<file path="config.mk">
export PLATFORM = sky130hd
export DESIGN_NAME = mul_host_uart_initiator
export DESIGN_NICKNAME = d
export VERILOG_FILES = /design/src/rtl/mul_host_uart_initiator.sv
export SDC_FILE = /design/constraint.sdc
export NUM_CORES = 1
export LEC_CHECK = 0
export CORE_MARGIN = 1.5
export CORE_UTILIZATION = 30
export DETAILED_ROUTE_END_ITERATION = 7
export SLEW_MARGIN = 15
export SYNTH_ARGS = -nofsm -noshare
export SYNTH_HDL_FRONTEND = slang
export SYNTH_SLANG_ARGS = --single-unit
</file>
<file path="constraint.sdc">
create_clock -name clk -period 1.75 [get_ports clk]
set_input_delay 0.2625 -clock clk [delete_from_list [all_inputs] [get_ports clk]]
set_output_delay 0.2625 -clock clk [all_outputs]
set_load 0.03 [all_outputs]
</file>
<file path="src/rtl/mul_host_uart_initiator.sv">
// Host-side end of the multiplier UART link: sends the operand pair as byte
// frames, then collects the product frames and presents the assembled product.
module mul_host_uart_initiator #(
  parameter int N              = 16,
  parameter int RESULT_BYTES   = 2,
  parameter int GAP_CYCLES     = 100,
  parameter int TIMEOUT_CYCLES = 1000000
) (
  input  logic                      clk,
  input  logic                      reset,
  input  logic [N-1:0]              op_ba,
  input  logic                      start,
  output logic                      busy,
  output logic                      uart_tx_start,
  output logic [7:0]                uart_transmit_data,
  input  logic                      uart_tx_ready,
  input  logic [7:0]                uart_received_data,
  input  logic                      uart_rx_valid,
  output logic [8*RESULT_BYTES-1:0] result,
  output logic                      result_valid,
  output logic                      timeout_err
);

  localparam int TX_FRAMES = N / 8;
  localparam int MAXF      = (TX_FRAMES > RESULT_BYTES) ? TX_FRAMES : RESULT_BYTES;
  localparam int FW        = (MAXF > 1) ? $clog2(MAXF) : 1;
  localparam int GW        = (GAP_CYCLES > 1) ? $clog2(GAP_CYCLES) : 1;
  localparam int TW        = (TIMEOUT_CYCLES > 1) ? $clog2(TIMEOUT_CYCLES) : 1;

  localparam logic [FW-1:0] TX_LAST  = FW'(TX_FRAMES - 1);
  localparam logic [FW-1:0] RX_LAST  = FW'(RESULT_BYTES - 1);
  localparam logic [GW-1:0] GAP_LAST = GW'(GAP_CYCLES - 1);
  localparam logic [TW-1:0] TMO_LAST = TW'(TIMEOUT_CYCLES - 1);

  typedef enum logic [2:0] {
    S_IDLE, S_TX_REQ, S_TX_ACK, S_TX_DONE, S_TX_GAP, S_RX_WAIT, S_DONE
  } state_t;

  state_t                    state_q, state_d;
  logic [FW-1:0]             frame_q, frame_d;
  logic [GW-1:0]             gap_q, gap_d;
  logic [TW-1:0]             tmo_q, tmo_d;
  logic [N-1:0]              shadow_q, shadow_d;
  logic                      rx_q;
  logic                      tx_start_q, tx_start_d;
  logic [7:0]                tx_data_q, tx_data_d;
  logic [8*RESULT_BYTES-1:0] result_q, result_d;
  logic                      rvalid_q, rvalid_d;
  logic                      tmo_err_q, tmo_err_d;
  logic                      rx_rise;

  // A level already high when sampled never counts as a fresh byte.
  assign rx_rise = uart_rx_valid & ~rx_q;

  always_comb begin
    state_d    = state_q;
    frame_d    = frame_q;
    gap_d      = gap_q;
    tmo_d      = tmo_q;
    shadow_d   = shadow_q;
    tx_start_d = tx_start_q;
    tx_data_d  = tx_data_q;
    result_d   = result_q;
    rvalid_d   = 1'b0;
    tmo_err_d  = 1'b0;
    case (state_q)
      S_IDLE: begin
        if (start) begin
          shadow_d = op_ba;
          frame_d  = '0;
          state_d  = S_TX_REQ;
        end
      end
      S_TX_REQ: begin
        if (uart_tx_ready) begin
          tx_start_d = 1'b1;
          tx_data_d  = shadow_q[{frame_q, 3'b000} +: 8];
          state_d    = S_TX_ACK;
        end
      end
      S_TX_ACK: begin
        if (!uart_tx_ready) begin
          tx_start_d = 1'b0;
          state_d    = S_TX_DONE;
        end
      end
      S_TX_DONE: begin
        if (uart_tx_ready) begin
          gap_d   = '0;
          state_d = S_TX_GAP;
        end
      end
      S_TX_GAP: begin
        if (gap_q == GAP_LAST) begin
          if (frame_q == TX_LAST) begin
            frame_d = '0;
            tmo_d   = '0;
            state_d = S_RX_WAIT;
          end else begin
            frame_d = frame_q + 1'b1;
            state_d = S_TX_REQ;
          end
        end else begin
          gap_d = gap_q + 1'b1;
        end
      end
      S_RX_WAIT: begin
        // A byte arriving on the terminal count wins over the timeout.
        if (rx_rise) begin
          result_d[{frame_q, 3'b000} +: 8] = uart_received_data;
          tmo_d = '0;
          if (frame_q == RX_LAST) begin
            state_d = S_DONE;
          end else begin
            frame_d = frame_q + 1'b1;
          end
        end else if (tmo_q == TMO_LAST) begin
          tmo_err_d = 1'b1;
          state_d   = S_IDLE;
        end else begin
          tmo_d = tmo_q + 1'b1;
        end
      end
      S_DONE: begin
        rvalid_d = 1'b1;
        state_d  = S_IDLE;
      end
      default: state_d = S_IDLE;
    endcase
  end

  always_ff @(posedge clk) begin
    if (!reset) begin
      state_q    <= S_IDLE;
      frame_q    <= '0;
      gap_q      <= '0;
      tmo_q      <= '0;
      rx_q       <= 1'b0;
      tx_start_q <= 1'b0;
      tx_data_q  <= 8'h00;
      result_q   <= '0;
      rvalid_q   <= 1'b0;
      tmo_err_q  <= 1'b0;
    end else begin
      state_q    <= state_d;
      frame_q    <= frame_d;
      gap_q      <= gap_d;
      tmo_q      <= tmo_d;
      rx_q       <= uart_rx_valid;
      tx_start_q <= tx_start_d;
      tx_data_q  <= tx_data_d;
      result_q   <= result_d;
      rvalid_q   <= rvalid_d;
      tmo_err_q  <= tmo_err_d;
    end
  end

  always_ff @(posedge clk) begin
    shadow_q <= shadow_d;
  end

  assign busy               = (state_q != S_IDLE);
  assign uart_tx_start      = tx_start_q;
  assign uart_transmit_data = tx_data_q;
  assign result             = result_q;
  assign result_valid       = rvalid_q;
  assign timeout_err        = tmo_err_q;

endmodule

</file>
==> qor.yml <==
status: "finished with violations"
failed_checks: "negative setup slack"
p_int_w: 0.003692
hold_end: "result[7]"
vdd_drop_max_mv: 0.6204
rr_worst_depth: 6
drive_gt1_frac: 0.2731
die_w_um: 109.4
core_um2: 10940
cp_max_fo: 5
rsz0062_at_grt: "yes"
grt-ovfl-total: 0
clockPowerShare: 0.345
netlist_area_um2: 3396
critPathMaxStageDelay_ns: 0.43
drt_iter0_markers: 81
wl_mm: 8.616
placement_rows: 38
fin_worst_skew_ns: 0.01153
post-place-ws_ns: -0.2987
p_total_w: 0.005373
tightest_slew_ns: 0.3460
diodes: 0
synth.net_count: 375
critPathArrivalTime_ns: 2.09
fin_nets: 502
firstDrtPassIters: 5
routed_via_density: 4.877
period_share: 1.072
start_kind: "flop"
gp_congestion: 0.7536
die_height_um: 109.4
power_switching_w: 0.001681
relSlewSlack: 0.7686
drtAntennaViolNets: 0
post-route-util: 0.4730
yosys.area.top_type: "dfxtp_1"
cts_buffers: 9
fp.dieArea_um2: 11970
r2r_slack_ns: -0.13
path_clk_slew_ns: 0.06
fill_cells: 1015
p_comb_frac: 0.263
ys_ff_latch: 75
setup_slack_ns: -0.1257
post_drt_wl_per_cell_um: 13.99
antenna_found_initial: 0
htreeDepth: 3
setup_viol_count_final: 21
switching_share: 0.3129
reg2reg_to: "state_q[0]"
placed_cell_area_um2: 4726
slew_viol_final: 0
cp_slowest_cell: "or3_4"
crit_type: "reg -> reg"
insertion_delay_ns: 0.34
hold_class: "reg -> reg"
initial_core_util: 0.3105
maxCapViolCount: 0
p_seq_frac: 0.392
cts_tree: "built"
syn2layout_area_growth_pct: 52.32
cp_cell_sequence: "nor4b_4 > buf_4 > nand2_2 > or3_4 > a2111oi_4 > a211oi_2"
whs_path_depth: 2
port_buffers: 56
synth_cell_types: 51
ys_seq_area_frac: 0.4893
leakage_nw: 2.117
dpl.hpwl_mm: 6.152
drc: 0
clock-sinks: 75
power_density_nw_per_um2: 1039
postLayoutCellArea_um2: 5172
stdcell_count: 616
finalHoldViolCount: 0
r2r-start: "tmo_q[8]"
netlist_instances: 344
finalCriticalPeriod_ns: 1.876
via_count: 3004
cp.required_ns: 1.97
post-place-cells: 597
synth_warnings: 0
min_from: "result[7]"
max-clock-path-buffers: 2
grt_use_total: 0.1590
ys_top_cells_by_area: "dfxtp_1 35%, edfxtp_1 14%, nand2_1 5.3%"
end_kind: "flop"
synth_area_per_cell_um2: 9.871
grt_pass1_vias: 3055
yosysTopAreaCellShare: 0.3478
boundaryPins: 57
grt_max_degree: 39
grt_pass1_wl_mm: 14.82
cts-root-buf: "clkbuf_16"
fmax_mhz: 533.1
## metrics by stage
step / setup TNS (ns) / hold WS (ns)
finish: -1.037 / 0.4631
global route: -2.655 / 0.4659
CTS: -0.3856 / 0.4604
detailed placement: -5.865 / 0.4559
global placement: -4.431 / 0.4516
floorplan: -0.07447 / 0.3614
## routing by layer
| layer | global-route usage | vias to the layer above | wire length (um) | part of all wire |
|---|---|---|---|---|
| li1 | - | 1521 | - | - |
| met1 | 0.1871 | 1416 | 3856 | 0.45 |
| met2 | 0.2702 | 57 | 4235 | 0.49 |
| met3 | 0.05098 | 10 | 395 | 0.046 |
| met4 | 0.05751 | 0 | 129 | 0.015 |
| met5 | 0 | - | 0 | 0 |
## cells in the final DEF (no fill, tap or decap), types with 6 or more instances in the layout
cell	n
clkdlybuf4s50_1	55
nor2_1	12
mux2i_1	16
and3_1	15
nor2b_1	11
o211a_1	9
nor3_1	11
edfxtp_1	16
a21o_1	8
buf_4	70
nand3_1	16
dfxtp_1	54
a211o_1	11
nand2_1	46
a21boi_0	10
xnor2_1	6
clkbuf_16	9
## power groups by stage
stage	Sequential (W)	Clock [W]	Combinational [W]
6_report	0.00211	0.00185	0.00141
5_1_grt	0.00213	0.00198	0.00154
4_1_cts	0.00211	0.00190	0.00142
3_5_place_dp	0.00215	0	0.00137
3_3_place_gp	0.00214	0	0.00135
2_1_floorplan	0.00224	0	0.000648
## sequential cells by signal, summed over array words and instances (netlist names), 3 cells and up
register and flops:
gap_q 7, result 16, state_q 3, shadow_q 16, uart_transmit_data 8, tmo_q 20
## layout make-up
class                      instances  area (um^2)  share of cell area
clock buffer                       9        225.2             0.04354
clock inverter                     7        81.33             0.01572
inverter                           3        11.26            0.002177
multi-input combinational        249         1810              0.3500
sequential                        75         1668              0.3224
tap                              140        175.2             0.03387
timing repair buffer             133         1201              0.2322
## cells by family (layout without fill, tap and decap cells)
kind of cell	Yosys count	count (layout)	synth area share
xor+xnor	6	6	0.01548
simple gates	155	155	0.2465
buf+inv	20	152	0.02542
fa+ha+maj	2	2	0.007368
mux	16	16	0.04716
compound gates	70	70	0.1688
flops	75	75	0.4893
## worst max-delay path by stage
stage                        startpoint    endpoint  cells past startpoint
final                          tmo_q[8]  state_q[0]                      6
after floorplan                tmo_q[1]  state_q[2]                      7
after detailed placement  uart_rx_valid  state_q[2]                      6
after CTS                     tmo_q[11]  state_q[2]                      6
after global placement    uart_rx_valid  state_q[2]                      6
after global routing           tmo_q[8]   tmo_q[13]                      8
## critical path, delay by kind of cell, from the launching register on
kind	cells	cell delay (ns)
buf+inv	1	0.17
compound gates	2	0.42
simple gates	3	0.83
flops	1	0.34
## cell usage after synthesis (all sizes together)
cell and n:
a21oi 4, edfxtp 16, nor3 16, and2 3, nor4bb 1, a311o 1
buf 5, nor3b 4, a211oi 4, and3 15, a21boi 12, and3b 1
dfxtp 59, o211ai 1, nand3b 4, or2 1, nand2 48, nor4 3
o21ai 6, ha 2, a211o 11, o2bb2ai 2, nand3 17, nand4 5
inv 3, o221a 3, o22ai 2, nor2b 11, o31ai 3, nor2 14
a21o 8, or3 4, xnor2 6, nor4b 1, o21a 1, o211a 9
a31o 1, mux2i 16, clkbuf 12, nand4bb 2, a2111oi 1, a22o 1
nand2b 5
## what timing repair did
action | 4_1_cts | 5_1_grt
hold endpoints to repair | 0 | 0
gates resized for setup | 19 | 13
buffers inserted | 4 | 0
hold buffers | 0 | 0
endpoints found under the setup margin | 18 | 30
gates cloned | 1 | 0
pin swaps | 15 | 14
Power figures use the tool's default switching activity.
